<file path="config.mk">
export PLATFORM = sky130hd
export DESIGN_NAME = msk_rx_agc
export DESIGN_NICKNAME = d
export VERILOG_FILES = /design/src/rtl/msk_agc_pkg.sv /design/src/rtl/msk_agc_scale.sv /design/src/rtl/msk_rx_agc.sv
export SDC_FILE = /design/constraint.sdc
export NUM_CORES = 2
export LEC_CHECK = 0
export CORE_AREA = 5 5 230 277
export CTS_BUF_LIST = sky130_fd_sc_hd__clkbuf_8
export DETAILED_ROUTE_END_ITERATION = 7
export DIE_AREA = 0 0 235 282
export HOLD_SLACK_MARGIN = 0.15
export SYNTH_ARGS = -nofsm -noshare
export SYNTH_HDL_FRONTEND = slang
export SYNTH_SLANG_ARGS = --single-unit
</file>
<file path="constraint.sdc">
create_clock -name clk -period 18.4 [get_ports clk]
set_input_delay 3.68 -clock clk [delete_from_list [all_inputs] [get_ports clk]]
set_output_delay 3.68 -clock clk [all_outputs]
set_load 0.02 [all_outputs]
</file>
<file path="src/rtl/msk_agc_pkg.sv">
// Shared types and constants for the MSK receive AGC: loop states, gain limits
// and step shifts. MSK_AGC_FAST_ATTACK_EN enables saturation-driven fast attack.
package msk_agc_pkg;

    typedef enum logic [1:0] {
        ST_ACQUIRE = 2'd0,
        ST_TRACK   = 2'd1,
        ST_HOLD    = 2'd2
    } agc_state_t;

    localparam logic [15:0] GAIN_ONE = 16'd4096;
    localparam logic [15:0] GAIN_MIN = 16'd256;
    localparam logic [15:0] GAIN_MAX = 16'd65535;

    localparam int ACQ_STEP_SHIFT   = 2;
    localparam int TRK_STEP_SHIFT   = 5;
    localparam int FAST_ATTACK_SATS = 16;

    // Proportional gain step, never smaller than one LSB so the loop always moves.
    function automatic logic [15:0] gain_step(input logic [15:0] g, input int sh);
        logic [15:0] d;
        d = g >> sh;
        return (d == 16'd0) ? 16'd1 : d;
    endfunction

endpackage

</file>
<file path="src/rtl/msk_agc_scale.sv">
// One rail of the AGC datapath: stage 1 registers the signed x unsigned-gain
// product, stage 2 rounds half-up, drops the fraction bits and saturates.
module msk_agc_scale #(
    parameter int WIDTH     = 16,
    parameter int GAIN_FRAC = 12
) (
    input  logic             clk,
    input  logic             reset_n,
    input  logic [WIDTH-1:0] din,
    input  logic [15:0]      gain,
    output logic [WIDTH-1:0] dout,
    output logic             sat
);

    localparam int PW = WIDTH + 17;
    localparam logic signed [PW-1:0] ROUND_BIAS = {{(PW-GAIN_FRAC){1'b0}}, 1'b1, {(GAIN_FRAC-1){1'b0}}};
    localparam logic signed [PW-1:0] SAT_HI     = {{(PW-WIDTH+1){1'b0}}, {(WIDTH-1){1'b1}}};
    localparam logic signed [PW-1:0] SAT_LO     = {{(PW-WIDTH+1){1'b1}}, {(WIDTH-1){1'b0}}};

    logic signed [PW-1:0] din_ext;
    logic signed [PW-1:0] gain_ext;
    logic signed [PW-1:0] prod_reg;
    logic signed [PW-1:0] prod_next;
    logic signed [PW-1:0] rounded;
    logic signed [PW-1:0] shifted;
    logic [WIDTH-1:0]     dout_reg;
    logic [WIDTH-1:0]     dout_next;
    logic                 sat_reg;
    logic                 sat_next;

    always_comb begin
        din_ext   = PW'($signed(din));
        gain_ext  = $signed(PW'(gain));
        prod_next = din_ext * gain_ext;
    end

    always_comb begin
        rounded   = prod_reg + ROUND_BIAS;
        shifted   = rounded >>> GAIN_FRAC;
        dout_next = shifted[WIDTH-1:0];
        sat_next  = 1'b0;
        if (shifted > SAT_HI) begin
            dout_next = {1'b0, {(WIDTH-1){1'b1}}};
            sat_next  = 1'b1;
        end else if (shifted < SAT_LO) begin
            dout_next = {1'b1, {(WIDTH-1){1'b0}}};
            sat_next  = 1'b1;
        end
    end

    always_ff @(posedge clk or negedge reset_n) begin
        if (!reset_n) begin
            prod_reg <= '0;
            dout_reg <= '0;
            sat_reg  <= 1'b0;
        end else begin
            prod_reg <= prod_next;
            dout_reg <= dout_next;
            sat_reg  <= sat_next;
        end
    end

    assign dout = dout_reg;
    assign sat  = sat_reg;

endmodule

</file>
<file path="src/rtl/msk_rx_agc.sv">
// MSK receive AGC: scales I/Q by a Q4.12 gain, measures windowed mean envelope
// of the output and steers the gain through ACQUIRE/TRACK/HOLD. Optional macro:
// MSK_AGC_FAST_ATTACK_EN (halve gain on the 16th saturated sample of a window).
module msk_rx_agc
    import msk_agc_pkg::*;
#(
    parameter int WIDTH      = 16,
    parameter int WIN_LOG2   = 8,
    parameter int TARGET_MAG = 8192,
    parameter int GAIN_FRAC  = 12,
    parameter int LOCK_CNT   = 4
) (
    input  logic             clk,
    input  logic             reset_n,
    input  logic [WIDTH-1:0] i_in,
    input  logic [WIDTH-1:0] q_in,
    input  logic             in_valid,
    input  logic             freeze,
    output logic [WIDTH-1:0] i_out,
    output logic [WIDTH-1:0] q_out,
    output logic             out_valid,
    output logic [15:0]      gain,
    output logic             locked
);

    localparam int MW = WIDTH + 1;
    localparam int AW = MW + WIN_LOG2;
    localparam int LW = $clog2(LOCK_CNT + 1);

    localparam logic [MW-1:0] BAND_LO  = MW'(TARGET_MAG - TARGET_MAG / 8);
    localparam logic [MW-1:0] BAND_HI  = MW'(TARGET_MAG + TARGET_MAG / 8);
    localparam logic [MW-1:0] FAR_HI   = MW'(2 * TARGET_MAG);
    localparam logic [MW-1:0] FAR_LO   = MW'(TARGET_MAG / 2);
    localparam logic [LW-1:0] LOCK_TGT = LW'(LOCK_CNT);

    logic [1:0][WIDTH-1:0] rail_in;
    logic [1:0][WIDTH-1:0] rail_out;
    logic [1:0][MW-1:0]    rail_abs;
    logic [1:0]            rail_sat;

    logic             v1_reg;
    logic             out_valid_reg;
    logic [15:0]      gain_reg, gain_next;
    logic [AW-1:0]    acc_reg, acc_next, acc_sum;
    logic [WIN_LOG2-1:0] cnt_reg, cnt_next;
    agc_state_t       state_reg, state_next;
    agc_state_t       saved_reg, saved_next;
    logic [LW-1:0]    lock_cnt_reg, lock_cnt_next;

    logic [MW-1:0]    mag_max, mag_min, mag, mean;
    logic [15:0]      delta, gain_up, gain_dn, gain_half;
    logic [16:0]      up_sum, dn_diff;
    logic             in_band, far_off, win_done, fast_trip;

    assign rail_in = {q_in, i_in};

    genvar gi;
    generate
        for (gi = 0; gi < 2; gi++) begin : g_rail
            msk_agc_scale #(
                .WIDTH     (WIDTH),
                .GAIN_FRAC (GAIN_FRAC)
            ) u_scale (
                .clk     (clk),
                .reset_n (reset_n),
                .din     (rail_in[gi]),
                .gain    (gain_reg),
                .dout    (rail_out[gi]),
                .sat     (rail_sat[gi])
            );
            // One extra bit so |-32768| is representable.
            assign rail_abs[gi] = rail_out[gi][WIDTH-1] ? (MW'(0) - {1'b1, rail_out[gi]})
                                                        : {1'b0, rail_out[gi]};
        end
    endgenerate

    always_comb begin
        if (rail_abs[0] >= rail_abs[1]) begin
            mag_max = rail_abs[0];
            mag_min = rail_abs[1];
        end else begin
            mag_max = rail_abs[1];
            mag_min = rail_abs[0];
        end
        mag     = mag_max + (mag_min >> 1);
        acc_sum = acc_reg + AW'(mag);
        mean    = acc_sum[AW-1:WIN_LOG2];
        in_band = (mean >= BAND_LO) && (mean <= BAND_HI);
        far_off = (mean > FAR_HI) || (mean < FAR_LO);
    end

    assign win_done = out_valid_reg && !freeze && !fast_trip && (&cnt_reg);

`ifdef MSK_AGC_FAST_ATTACK_EN
    logic [4:0] sat_cnt_reg, sat_cnt_next;
    logic       sat_evt;

    assign sat_evt   = out_valid_reg && (|rail_sat);
    assign fast_trip = !freeze && sat_evt && (sat_cnt_reg == 5'(FAST_ATTACK_SATS - 1));

    always_comb begin
        sat_cnt_next = sat_cnt_reg;
        if (freeze || fast_trip || win_done)
            sat_cnt_next = '0;
        else if (sat_evt)
            sat_cnt_next = sat_cnt_reg + 5'd1;
    end

    always_ff @(posedge clk or negedge reset_n) begin
        if (!reset_n)
            sat_cnt_reg <= '0;
        else
            sat_cnt_reg <= sat_cnt_next;
    end
`else
    logic unused_sat;
    assign unused_sat = |rail_sat;
    assign fast_trip  = 1'b0;
`endif

    always_comb begin
        delta     = gain_step(gain_reg, (state_reg == ST_TRACK) ? TRK_STEP_SHIFT : ACQ_STEP_SHIFT);
        up_sum    = {1'b0, gain_reg} + {1'b0, delta};
        dn_diff   = {1'b0, gain_reg} - {1'b0, delta};
        gain_up   = up_sum[16] ? GAIN_MAX : up_sum[15:0];
        gain_dn   = (dn_diff[16] || (dn_diff[15:0] < GAIN_MIN)) ? GAIN_MIN : dn_diff[15:0];
        gain_half = ((gain_reg >> 1) < GAIN_MIN) ? GAIN_MIN : (gain_reg >> 1);
    end

    // Freeze outranks every other event: measurement restarts from empty.
    always_comb begin
        gain_next = gain_reg;
        acc_next  = acc_reg;
        cnt_next  = cnt_reg;
        if (freeze) begin
            acc_next = '0;
            cnt_next = '0;
        end else if (fast_trip) begin
            acc_next  = '0;
            cnt_next  = '0;
            gain_next = gain_half;
        end else if (win_done) begin
            acc_next = '0;
            cnt_next = '0;
            if (mean < BAND_LO)
                gain_next = gain_up;
            else if (mean > BAND_HI)
                gain_next = gain_dn;
        end else if (out_valid_reg) begin
            acc_next = acc_sum;
            cnt_next = cnt_reg + WIN_LOG2'(1);
        end
    end

    always_ff @(posedge clk or negedge reset_n) begin
        if (!reset_n) begin
            v1_reg        <= 1'b0;
            out_valid_reg <= 1'b0;
            gain_reg      <= GAIN_ONE;
            acc_reg       <= '0;
            cnt_reg       <= '0;
        end else begin
            v1_reg        <= in_valid;
            out_valid_reg <= v1_reg;
            gain_reg      <= gain_next;
            acc_reg       <= acc_next;
            cnt_reg       <= cnt_next;
        end
    end

    always_ff @(posedge clk or negedge reset_n) begin
        if (!reset_n) begin
            state_reg    <= ST_ACQUIRE;
            saved_reg    <= ST_ACQUIRE;
            lock_cnt_reg <= '0;
        end else begin
            state_reg    <= state_next;
            saved_reg    <= saved_next;
            lock_cnt_reg <= lock_cnt_next;
        end
    end

    always_comb begin
        state_next    = state_reg;
        saved_next    = saved_reg;
        lock_cnt_next = lock_cnt_reg;
        if (freeze) begin
            state_next = ST_HOLD;
            if (state_reg != ST_HOLD)
                saved_next = state_reg;
        end else if (fast_trip) begin
            state_next    = ST_ACQUIRE;
            lock_cnt_next = '0;
        end else begin
            case (state_reg)
                ST_HOLD: state_next = saved_reg;
                ST_ACQUIRE: begin
                    if (win_done) begin
                        if (in_band) begin
                            lock_cnt_next = lock_cnt_reg + LW'(1);
                            if (lock_cnt_next >= LOCK_TGT)
                                state_next = ST_TRACK;
                        end else begin
                            lock_cnt_next = '0;
                        end
                    end
                end
                ST_TRACK: begin
                    if (win_done && far_off) begin
                        state_next    = ST_ACQUIRE;
                        lock_cnt_next = '0;
                    end
                end
                default: state_next = ST_ACQUIRE;
            endcase
        end
    end

    always_comb begin
        locked = (state_reg == ST_TRACK);
    end

    assign i_out     = rail_out[0];
    assign q_out     = rail_out[1];
    assign out_valid = out_valid_reg;
    assign gain      = gain_reg;

endmodule
</file>
==> results.toml <==
[placement]
port_buffers = 85
place_congestion = 0.886
placed_cell_area_um2 = 28500
dpl.hpwl_um = 56600

[clock_network]
htreeDepth = 4
clockBufferDepth = 2
cts.sinks = 134
cts_buffers = 17
hold_buffers = 0
worst_skew_pair.late_latency_ns = 0.50
tritoncts = "built"
cts_resized = 0
post_cts_buffers = 0
clockRootBuffer = "clkbuf_8"
cts.reportedPaths.clkPinSlew_ns = 0.09

[drt]
met3_length_um = 2940
post_drt_wl_per_cell_um = 18.9
finalWirelength_um = 73000
drt_iter0_drc = 1210
top_layer = "met5"
vias = 20800
avgViaCountPerCell = 5.38
firstDrtPassIters = 5
wl_met2_um = 37100
wl_met1_um = 30800
antenna_left = 0
remaining_drc_errors = 0

[min_path]
min_from = "v1_reg"
hp-class = "reg2reg"

[floorplan]
fp.dieW_um = 235
die_area_um2 = 66300
start_util_pct = 44.5
num_rows = 99
ioPinCount = 86
core_area_um2 = 60600
die_h_um = 282

[pwr]
combinationalPowerShare_pct = 78.7
clkPwrFrac_pct = 7.1
intPower_mw = 1.71
seqPwrFrac_pct = 14.2
p_sw_share_pct = 51.9
netSwitchingPower_mw = 1.85
powerDensity_nw_per_um2 = 123
peakVddDrop_mv = 0.0924
power_leakage_nw = 14.3

[global_route]
grt_max_degree = 70
antenna_found_initial = 5
grt_pass1_vias = 22600
grt_usage_pct = 22.5
grt-ovfl-total = 0
grt_pass1_wl_um = 120000

[setup_path]
r2r_slack_ns = 7.73
path_common_cell = "a21oi_1"
worst-path-max-fanout = 33
crit_type = "reg2reg"
endpoint_kind = "register"
cp_slowest_cell = "a31oi_1"
crit_start = "g_rail[0].u_scale.dout[4]"
r2r_cells = 38
crit_path_end = "gain[6]"
slowest_delay_ns = 0.93
cp_data_required_time_ns = 18.82
r2r_end = "gain[6]"
worstSetupStartpointType = "register"
crit_arrival_ns = 11.10
worstReg2RegStart = "g_rail[0].u_scale.dout[4]"

[cells_and_area]
postLayoutCellArea_um2 = 28900
drive_gt1_share_pct = 3.46
nNetsFinal = 3805
largest_register_ff_count = 44
area_delta_synth_final_pct = 7.08
n_antenna_cell = 0

[sta]
final-max-slew-violation-count = 0
max_freq_mhz = 93.7
hold_violations = 0
finalSetupViolations = 0
max_slew_margin_pct = 17.6
period_share_pct = 58.0
finClkSkew_ns = 0.0185
fin_setup_tns_ns = 0
grt_setup_unrepaired = "no"
worstMarginPinSlew_ns = 1.23
min_period_ns = 10.67

[yosys]
ys_ff_latch = 134
synth_seq_area_share_pct = 12.4
synthCells = 3053
synth_edf_count = 0
synth_area_per_cell_um2 = 8.84
synth-warning-count = 0
synth-main-ff-cell = "dfrtp_1"
async_flop_share_pct = 100
ys_types = 84
synthesis.area_um2 = 27000

[run]
max_cap_viol_count = 0

[outcome]
status = "completed"
[worst min-delay path by stage]
stage,endpoint,slack [ns],depth (start not counted)
after floorplan,out_valid,0.33,0
after global placement,out_valid,0.33,0
after detailed placement,out_valid,0.33,0
after CTS,out_valid,0.36,0
after global routing,out_valid,0.36,0
final,out_valid,0.36,0
[layout by cell type, fill, tap and decap left out, drive strengths merged, types with 66 or more instances in the layout]
cell type,instances
inv,558
fa,390
nand2,369
ha,328
and2,211
dfrtp,133
o21ai,121
nor2,105
clkdlybuf4s50,84
xnor2,81
a21oi,69
xor2,66
[cells by family after synthesis]
kind of cell / count (synthesis) / synth area share, %
mux: 65 / 2.49
fa+ha+maj: 718 / 44.1
compound gates: 395 / 9.96
xor+xnor: 147 / 4.77
simple gates: 912 / 16.6
buf+inv: 680 / 9.59
other cells: 2 / 0.0278
flops: 134 / 12.4
[layout make-up]
class	count	area (um^2)
tap	808	1010
inverter	549	2060
clock buffer	17	234
fill	5774	31700
clock inverter	15	161
sequential	134	3350
timing repair buffer	104	995
multi-input combinational	2245	21100
[per-layer routing]
| metal | global-route usage [%] | vias up |
|---|---|---|
| li1 | - | 9705 |
| met1 | 28.2 | 10500 |
| met2 | 40.9 | 509 |
| met3 | 2.35 | 127 |
| met4 | 7.11 | 2 |
| met5 | 0 | - |
[critical path: cells and delay by family (launching register included)]
kind / cells / cell delay, ns
fa+ha+maj: 3 / 0.94
mux: 2 / 0.47
simple gates: 5 / 1.04
compound gates: 24 / 6.60
flops: 1 / 0.50
buf+inv: 2 / 0.53
xor+xnor: 2 / 0.50
[metrics by stage]
step | utilization, % | hold slack (ns) | worst slack (ns) | total power, mW | instances
finish | 47.7 | 0.358 | 7.73 | 3.56 | 3872
global route | 47.7 | 0.358 | 7.03 | 3.95 | 3872
detailed placement | 47.0 | 0.335 | 7.44 | 3.31 | 3840
global placement | 47.0 | 0.332 | 7.61 | 3.25 | 3840
floorplan | - | 0.331 | 8.59 | 2.60 | 3059
CTS | 47.7 | 0.359 | 7.69 | 3.58 | 3872
[Yosys cell counts, types with 6 or more instances]
master	number	area, um^2
inv_1	548	2060
fa_1	390	7810
nand2_1	369	1390
ha_1	328	4100
and2_1	211	1320
dfrtp_1	133	3330
clkbuf_1	117	439
nor2_1	105	394
o21ai_0	103	515
xnor2_1	81	709
a21oi_1	67	335
xor2_1	66	578
mux2i_1	49	490
nand2b_1	43	269
nand3_1	43	215
nor3_1	36	180
a21o_1	25	188
and3_1	21	131
a31oi_1	20	125
o21a_1	20	150
nor2b_1	19	119
nand4_1	16	100
o21ai_1	16	80.1
o21bai_1	15	113
o31ai_1	15	113
or3_1	13	81.3
mux2_2	12	135
buf_2	11	55.1
a21boi_0	9	67.6
o211ai_1	9	67.6
nor4_1	8	50.1
a221oi_1	7	61.3
o2111ai_1	7	61.3
o221a_2	7	78.8
a211oi_1	6	45.0
a22o_1	6	52.6
and4_1	6	52.6
o41ai_1	6	52.6
[power groups by stage]
stage          sequential, mW  clock [mW]  combinational (mW)
2_1_floorplan           0.501           0                2.10
4_1_cts                 0.505       0.261                2.82
3_3_place_gp            0.507           0                2.74
5_1_grt                 0.517       0.271                3.16
3_5_place_dp            0.511           0                2.80
6_report                0.505       0.252                2.80
Power figures use the tool's default switching activity.
